**config.mk**
```make
export PLATFORM = sky130hd
export DESIGN_NAME = secure_lock_regfile
export DESIGN_NICKNAME = d
export VERILOG_FILES = /design/src/rtl/secure_lock_pkg.sv /design/src/rtl/secure_lock_regfile_lock_fsm.sv /design/src/rtl/secure_lock_regfile.sv
export SDC_FILE = /design/constraint.sdc
export NUM_CORES = 1
export LEC_CHECK = 0
export BUFFER_PORTS_ARGS = -buffer_cell sky130_fd_sc_hd__buf_2
export CAP_MARGIN = 5
export CORE_ASPECT_RATIO = 1.25
export CORE_UTILIZATION = 35
export DETAILED_ROUTE_END_ITERATION = 10
export GPL_ROUTABILITY_DRIVEN = 0
export PLACE_DENSITY = 0.66
export SYNTH_ARGS = -nofsm -noshare
export SYNTH_HDL_FRONTEND = slang
export SYNTH_SLANG_ARGS = --single-unit
```
**constraint.sdc**
```tcl
create_clock -name clk -period 1.8 [get_ports clk]
set_input_delay 0.18 -clock clk [delete_from_list [all_inputs] [get_ports clk]]
set_output_delay 0.18 -clock clk [all_outputs]
set_load 0.05 [all_outputs]
```
**src/rtl/secure_lock_pkg.sv**
```systemverilog
// Shared types and width helpers for the key-gated configuration register bank.
package secure_lock_pkg;

  typedef enum logic [1:0] {
    LOCKED   = 2'd0,
    CHECK    = 2'd1,
    UNLOCKED = 2'd2,
    LOCKOUT  = 2'd3
  } lock_state_e;

  localparam logic [31:0] DEFAULT_KEY = 32'hA5C3_0F1E;

  // Index width for n entries, never narrower than one bit.
  function automatic int addr_w(input int n);
    return (n > 1) ? $clog2(n) : 1;
  endfunction

  function automatic int fail_w(input int max_fail);
    return ($clog2(max_fail + 1) > 0) ? $clog2(max_fail + 1) : 1;
  endfunction

endpackage

```
**src/rtl/secure_lock_regfile_lock_fsm.sv**
```systemverilog
// Lock state machine: captures a key, checks it one cycle later, and enforces
// a timed lockout after repeated consecutive failures.
module lock_fsm
  import secure_lock_pkg::*;
#(
  parameter int               KEY_W       = 32,
  parameter logic [KEY_W-1:0] UNLOCK_KEY  = KEY_W'(DEFAULT_KEY),
  parameter int               MAX_FAIL    = 3,
  parameter int               LOCKOUT_CYC = 16,
  localparam int              FW          = fail_w(MAX_FAIL)
) (
  input  logic             clk,
  input  logic             reset,
  input  logic             unlock_req,
  input  logic [KEY_W-1:0] unlock_key,
  input  logic             lock_set,
  output logic             write_allow,
  output logic             unlocked,
  output logic             lockout,
  output logic [FW-1:0]    fail_cnt
);

  localparam int            TW         = addr_w(LOCKOUT_CYC);
  localparam logic [TW-1:0] TIMER_LOAD = TW'(LOCKOUT_CYC - 1);
  localparam logic [FW-1:0] FAIL_MAX   = FW'(MAX_FAIL);

  lock_state_e      state;
  logic [KEY_W-1:0] key_q;
  logic [TW-1:0]    timer;
  logic [FW-1:0]    fail_next;

  assign fail_next = (fail_cnt == FAIL_MAX) ? fail_cnt : fail_cnt + FW'(1);

  always_ff @(posedge clk) begin
    if (reset) begin
      state    <= LOCKED;
      key_q    <= '0;
      fail_cnt <= '0;
      timer    <= '0;
    end else begin
      case (state)
        LOCKED: begin
          if (unlock_req) begin
            key_q <= unlock_key;
            state <= CHECK;
          end
        end
        // Comparison uses only the captured key, never the live port.
        CHECK: begin
          if (key_q == UNLOCK_KEY) begin
            state    <= UNLOCKED;
            fail_cnt <= '0;
          end else begin
            fail_cnt <= fail_next;
            if (fail_next == FAIL_MAX) begin
              state <= LOCKOUT;
              timer <= TIMER_LOAD;
            end else begin
              state <= LOCKED;
            end
          end
        end
        UNLOCKED: begin
          if (lock_set) state <= LOCKED;
        end
        LOCKOUT: begin
          if (timer == '0) begin
            state    <= LOCKED;
            fail_cnt <= '0;
          end else begin
            timer <= timer - TW'(1);
          end
        end
        default: state <= LOCKED;
      endcase
    end
  end

  assign unlocked    = (state == UNLOCKED);
  assign lockout     = (state == LOCKOUT);
  assign write_allow = (state == UNLOCKED) && !lock_set;

endmodule

```
**src/rtl/secure_lock_regfile.sv**
```systemverilog
// Bank of write-protected configuration registers behind a key-gated lock.
// Reads are always open; writes need the lock open and no same-cycle relock.
module secure_lock_regfile
  import secure_lock_pkg::*;
#(
  parameter int               NUM_REGS    = 4,
  parameter int               DATA_W      = 8,
  parameter int               KEY_W       = 32,
  parameter logic [KEY_W-1:0] UNLOCK_KEY  = KEY_W'(DEFAULT_KEY),
  parameter int               MAX_FAIL    = 3,
  parameter int               LOCKOUT_CYC = 16,
  localparam int              AW          = addr_w(NUM_REGS),
  localparam int              FW          = fail_w(MAX_FAIL)
) (
  input  logic              clk,
  input  logic              reset,
  input  logic              wr_en,
  input  logic [AW-1:0]     wr_addr,
  input  logic [DATA_W-1:0] wr_data,
  input  logic [AW-1:0]     rd_addr,
  output logic [DATA_W-1:0] rd_data,
  input  logic              lock_set,
  input  logic              unlock_req,
  input  logic [KEY_W-1:0]  unlock_key,
  output logic              unlocked,
  output logic              lockout,
  output logic              wr_err,
  output logic [FW-1:0]     fail_cnt
);

  localparam logic [AW:0] NREGS = (AW + 1)'(NUM_REGS);

  logic [DATA_W-1:0] regs [NUM_REGS];
  logic              write_allow;
  logic              wr_ok;
  logic              rd_ok;

  lock_fsm #(
    .KEY_W      (KEY_W),
    .UNLOCK_KEY (UNLOCK_KEY),
    .MAX_FAIL   (MAX_FAIL),
    .LOCKOUT_CYC(LOCKOUT_CYC)
  ) u_lock_fsm (
    .clk        (clk),
    .reset      (reset),
    .unlock_req (unlock_req),
    .unlock_key (unlock_key),
    .lock_set   (lock_set),
    .write_allow(write_allow),
    .unlocked   (unlocked),
    .lockout    (lockout),
    .fail_cnt   (fail_cnt)
  );

  assign wr_ok = wr_en && write_allow && ({1'b0, wr_addr} < NREGS);
  assign rd_ok = ({1'b0, rd_addr} < NREGS);

  // Read samples the pre-write contents, so read-during-write returns old data.
  always_ff @(posedge clk) begin
    if (reset) begin
      for (int i = 0; i < NUM_REGS; i++) regs[i] <= '0;
      rd_data <= '0;
      wr_err  <= 1'b0;
    end else begin
      wr_err  <= wr_en && !wr_ok;
      rd_data <= rd_ok ? regs[rd_addr] : '0;
      if (wr_ok) regs[wr_addr] <= wr_data;
    end
  end

endmodule

```
==> out/metrics.cfg <==
[worst_setup_path]
cpMaxStageDelayCell = dfxtp_1
worstPathCellList = nor3b_4 -> nand3_4 -> nor3b_4 -> or2_2
r2r_cells = 4
startpoint_type = flip-flop
crit_type = flip-flop to flip-flop
rrSetupSlack_ns = 0.13
slowest_delay_ns = 0.38
cp_data_required_time_ns = 1.82
crit-reg2reg-launch = u_lock_fsm.state[1]$_SDFFE_PP0P_
critPathMostFrequentCell = nor3b_4
r2r-end = regs[2][4]$_SDFFCE_PN0P_
crit_fanout = 8
arrival_ns = 1.69
crit_path_end_kind = flip-flop

[routing]
viasPerCell = 4.719
drtIter0Drc = 83
drc = 0
wire_per_inst_um = 13.29
dr.pass1.iters = 5
antenna_left = 0
dr_total_vias = 2336
totalWireLength_um = 6577

[sta]
finalClockSkew_ns = 0.005226
slew_viol_final = 0
fmax_mhz = 600.4
rsz0062_at_grt = false
worstMarginPinSlew_ns = 0.4281
final-hold-violation-count = 0
tns_ns = 0
finalCritPeriodShare_pct = 92.54
relSlewSlack_pct = 71.46
period_needed_ns = 1.666
setup_viol = 0

[synth]
synth-seq-area-share_pct = 59.12
ys_warn_count = 0
syn_nets = 350
synthesis.area_sq_mm = 0.003284
synth-edff-count = 32
synthArstFlopShare_pct = 0
synthCells = 300
synth-seq-cells = 81
syn_area_per_cell_sq_um = 10.95
synth_cell_types = 37
synth_flop_cell = dfxtp_1

[clock_network]
post_cts_buffers = 0
ctsHoldBuffers = 0
cts_tree = built
numCtsBuffers = 9
clock-sinks = 81
clk_latency_ns = 0.33
cts_max_level = 3
cts.path.max_buffers = 2
cts_repair_resize_count = 0
cts_root_buf = clkbuf_16
clk_pin_slew_worst_paths_ns = 0.06

[global_route]
grt_pass1_wl_um = 10940
met3_usage_pct = 3.500
grt.total_usage_pct = 15.05
grt_max_degree = 33
met2_usage_pct = 25.60
globalRouteOverflowTotal = 0
antenna_found_initial = 0
grt_use_met1_pct = 18.20
grt_pass1_vias = 2347
top_usage_layer = met2

[job]
maxCapViolations = 0

[cells_and_area]
num-fill-cells = 851
finalNetCount = 417
drive_gt1_share_pct = 28.49
diodes = 0
finish.utilization_pct = 44.37
area_growth_syn_to_layout_pct = 23.28

[pwr]
p_leak_uw = 0.001632
power_density_mw_per_mm2 = 1009
peakVddDrop_uv = 472.6

[min_path]
hold_class = input port to flip-flop
min_path_cells = 3
hold_end = u_lock_fsm.key_q[9]$_SDFFE_PP0P_
min-delay-start = unlock_key[9]

[die]
rows = 39
core-area_sq_mm = 0.009125
dieArea_sq_mm = 0.009778
start_util_pct = 35.99
die_h_um = 110.3
fp.dieW_um = 88.65
io_pins = 62

[placed_design]
port_buffers = 61
hpwl_um = 4861

[outcome]
status = completed

[flip-flops by register name, summed over array words and instances (netlist names)]
| signal | count |
|---|---|
| regs | 32 |
| u_lock_fsm.key_q | 32 |
| rd_data | 8 |
| u_lock_fsm.timer | 4 |
| u_lock_fsm.fail_cnt | 2 |
| u_lock_fsm.state | 2 |
| wr_err | 1 |
[cell usage after synthesis, types with 2 or more instances]
| cell | instances | area, sq um |
|---|---|---|
| a221oi_1 | 2 | 17.52 |
| nor3b_1 | 2 | 15.01 |
| o21ai_0 | 2 | 10.01 |
| or2_2 | 3 | 18.77 |
| and4b_1 | 2 | 20.02 |
| clkbuf_1 | 8 | 30.03 |
| and2_1 | 41 | 256.5 |
| dfxtp_1 | 49 | 980.9 |
| nor4b_1 | 4 | 35.03 |
| inv_1 | 6 | 22.52 |
| edfxtp_1 | 32 | 960.9 |
| nor3b_4 | 3 | 56.30 |
| mux4_2 | 8 | 180.2 |
| a21oi_1 | 38 | 190.2 |
| nand2_1 | 66 | 247.7 |
| buf_2 | 4 | 20.02 |
| nand4_1 | 2 | 12.51 |
| nor2_1 | 6 | 22.52 |
| a31o_2 | 2 | 17.52 |
| buf_1 | 3 | 11.26 |
[area by class of cell]
| type | instances | area, sq um | share of cell area [%] |
|---|---|---|---|
| clock buffers | 11 | 252.7 | 6.242 |
| clock inverters | 5 | 38.79 | 0.9580 |
| inverters | 6 | 22.52 | 0.5562 |
| multi-input cells | 198 | 1259 | 31.09 |
| flip-flops and latches | 81 | 1942 | 47.96 |
| well taps | 123 | 153.9 | 3.801 |
| repair buffers | 71 | 380.4 | 9.394 |
[through the flow]
step	instance area, sq um	power, uW	hold slack, ns	cells	setup slack, ns
6_report	4049	4084	0.08443	495	0.1343
5_1_grt	4049	4245	0.08300	495	0.02183
4_1_cts	4049	4131	0.07694	495	0.1256
3_5_place_dp	3757	2396	0.4263	479	0.1494
3_3_place_gp	3757	2388	0.4240	479	0.2075
2_1_floorplan	3284	2266	0.3160	300	0.1752
[critical path, delay by kind of cell (launching register included)]
family           cells  cell delay [ns]
AND/OR/NAND/NOR      4             0.99
flip-flops           1             0.38
[worst max path at each step]
stage / startpoint / to / slack [ns] / cells after the start
finish: u_lock_fsm.state[1]$_SDFFE_PP0P_ / regs[2][4]$_SDFFCE_PN0P_ / 0.13 / 4
global route: u_lock_fsm.state[1]$_SDFFE_PP0P_ / regs[2][4]$_SDFFCE_PN0P_ / 0.02 / 4
CTS: u_lock_fsm.state[1]$_SDFFE_PP0P_ / regs[2][4]$_SDFFCE_PN0P_ / 0.13 / 4
detailed placement: u_lock_fsm.state[1]$_SDFFE_PP0P_ / regs[2][4]$_SDFFCE_PN0P_ / 0.15 / 4
global placement: u_lock_fsm.state[0]$_SDFFE_PP0P_ / regs[2][4]$_SDFFCE_PN0P_ / 0.21 / 4
floorplan: u_lock_fsm.state[0]$_SDFFE_PP0P_ / regs[2][0]$_SDFFCE_PN0P_ / 0.18 / 4
[cells by family after synthesis]
family | share of synthesized area [%]
mux | 5.486
compound gates | 9.296
buf+inv | 2.552
simple gates | 23.16
fa+ha+maj | 0.3809
flops | 59.12
[per-layer routing]
| layer | part of all wire (%) | up-vias |
|---|---|---|
| met5 | 0 | - |
| met4 | 1.7 | 0 |
| met3 | 5.3 | 10 |
| met2 | 49 | 70 |
| met1 | 44 | 1074 |
| li1 | - | 1182 |
[cells in the final DEF, fill, tap and decap left out, types with 3 or more instances in the layout]
cell type and instances:
edfxtp_1 32, mux4_2 8, buf_4 10, dfxtp_1 49
nand2_1 66, nor4b_1 4, clkbuf_16 9, nor2_1 6
a21oi_1 38, inv_1 6, buf_2 61, and2_1 41
or2_2 3, nor3b_4 3
[where the power goes]
| group | switching (uW) | internal [uW] | leakage [uW] | total, uW |
|---|---|---|---|---|
| combinational | 199 | 132 | 0.000762 | 331 |
| sequential | 35.1 | 1990 | 0.000733 | 2020 |
| clock | 718 | 1010 | 0.000138 | 1730 |
Power figures use the tool's default switching activity.
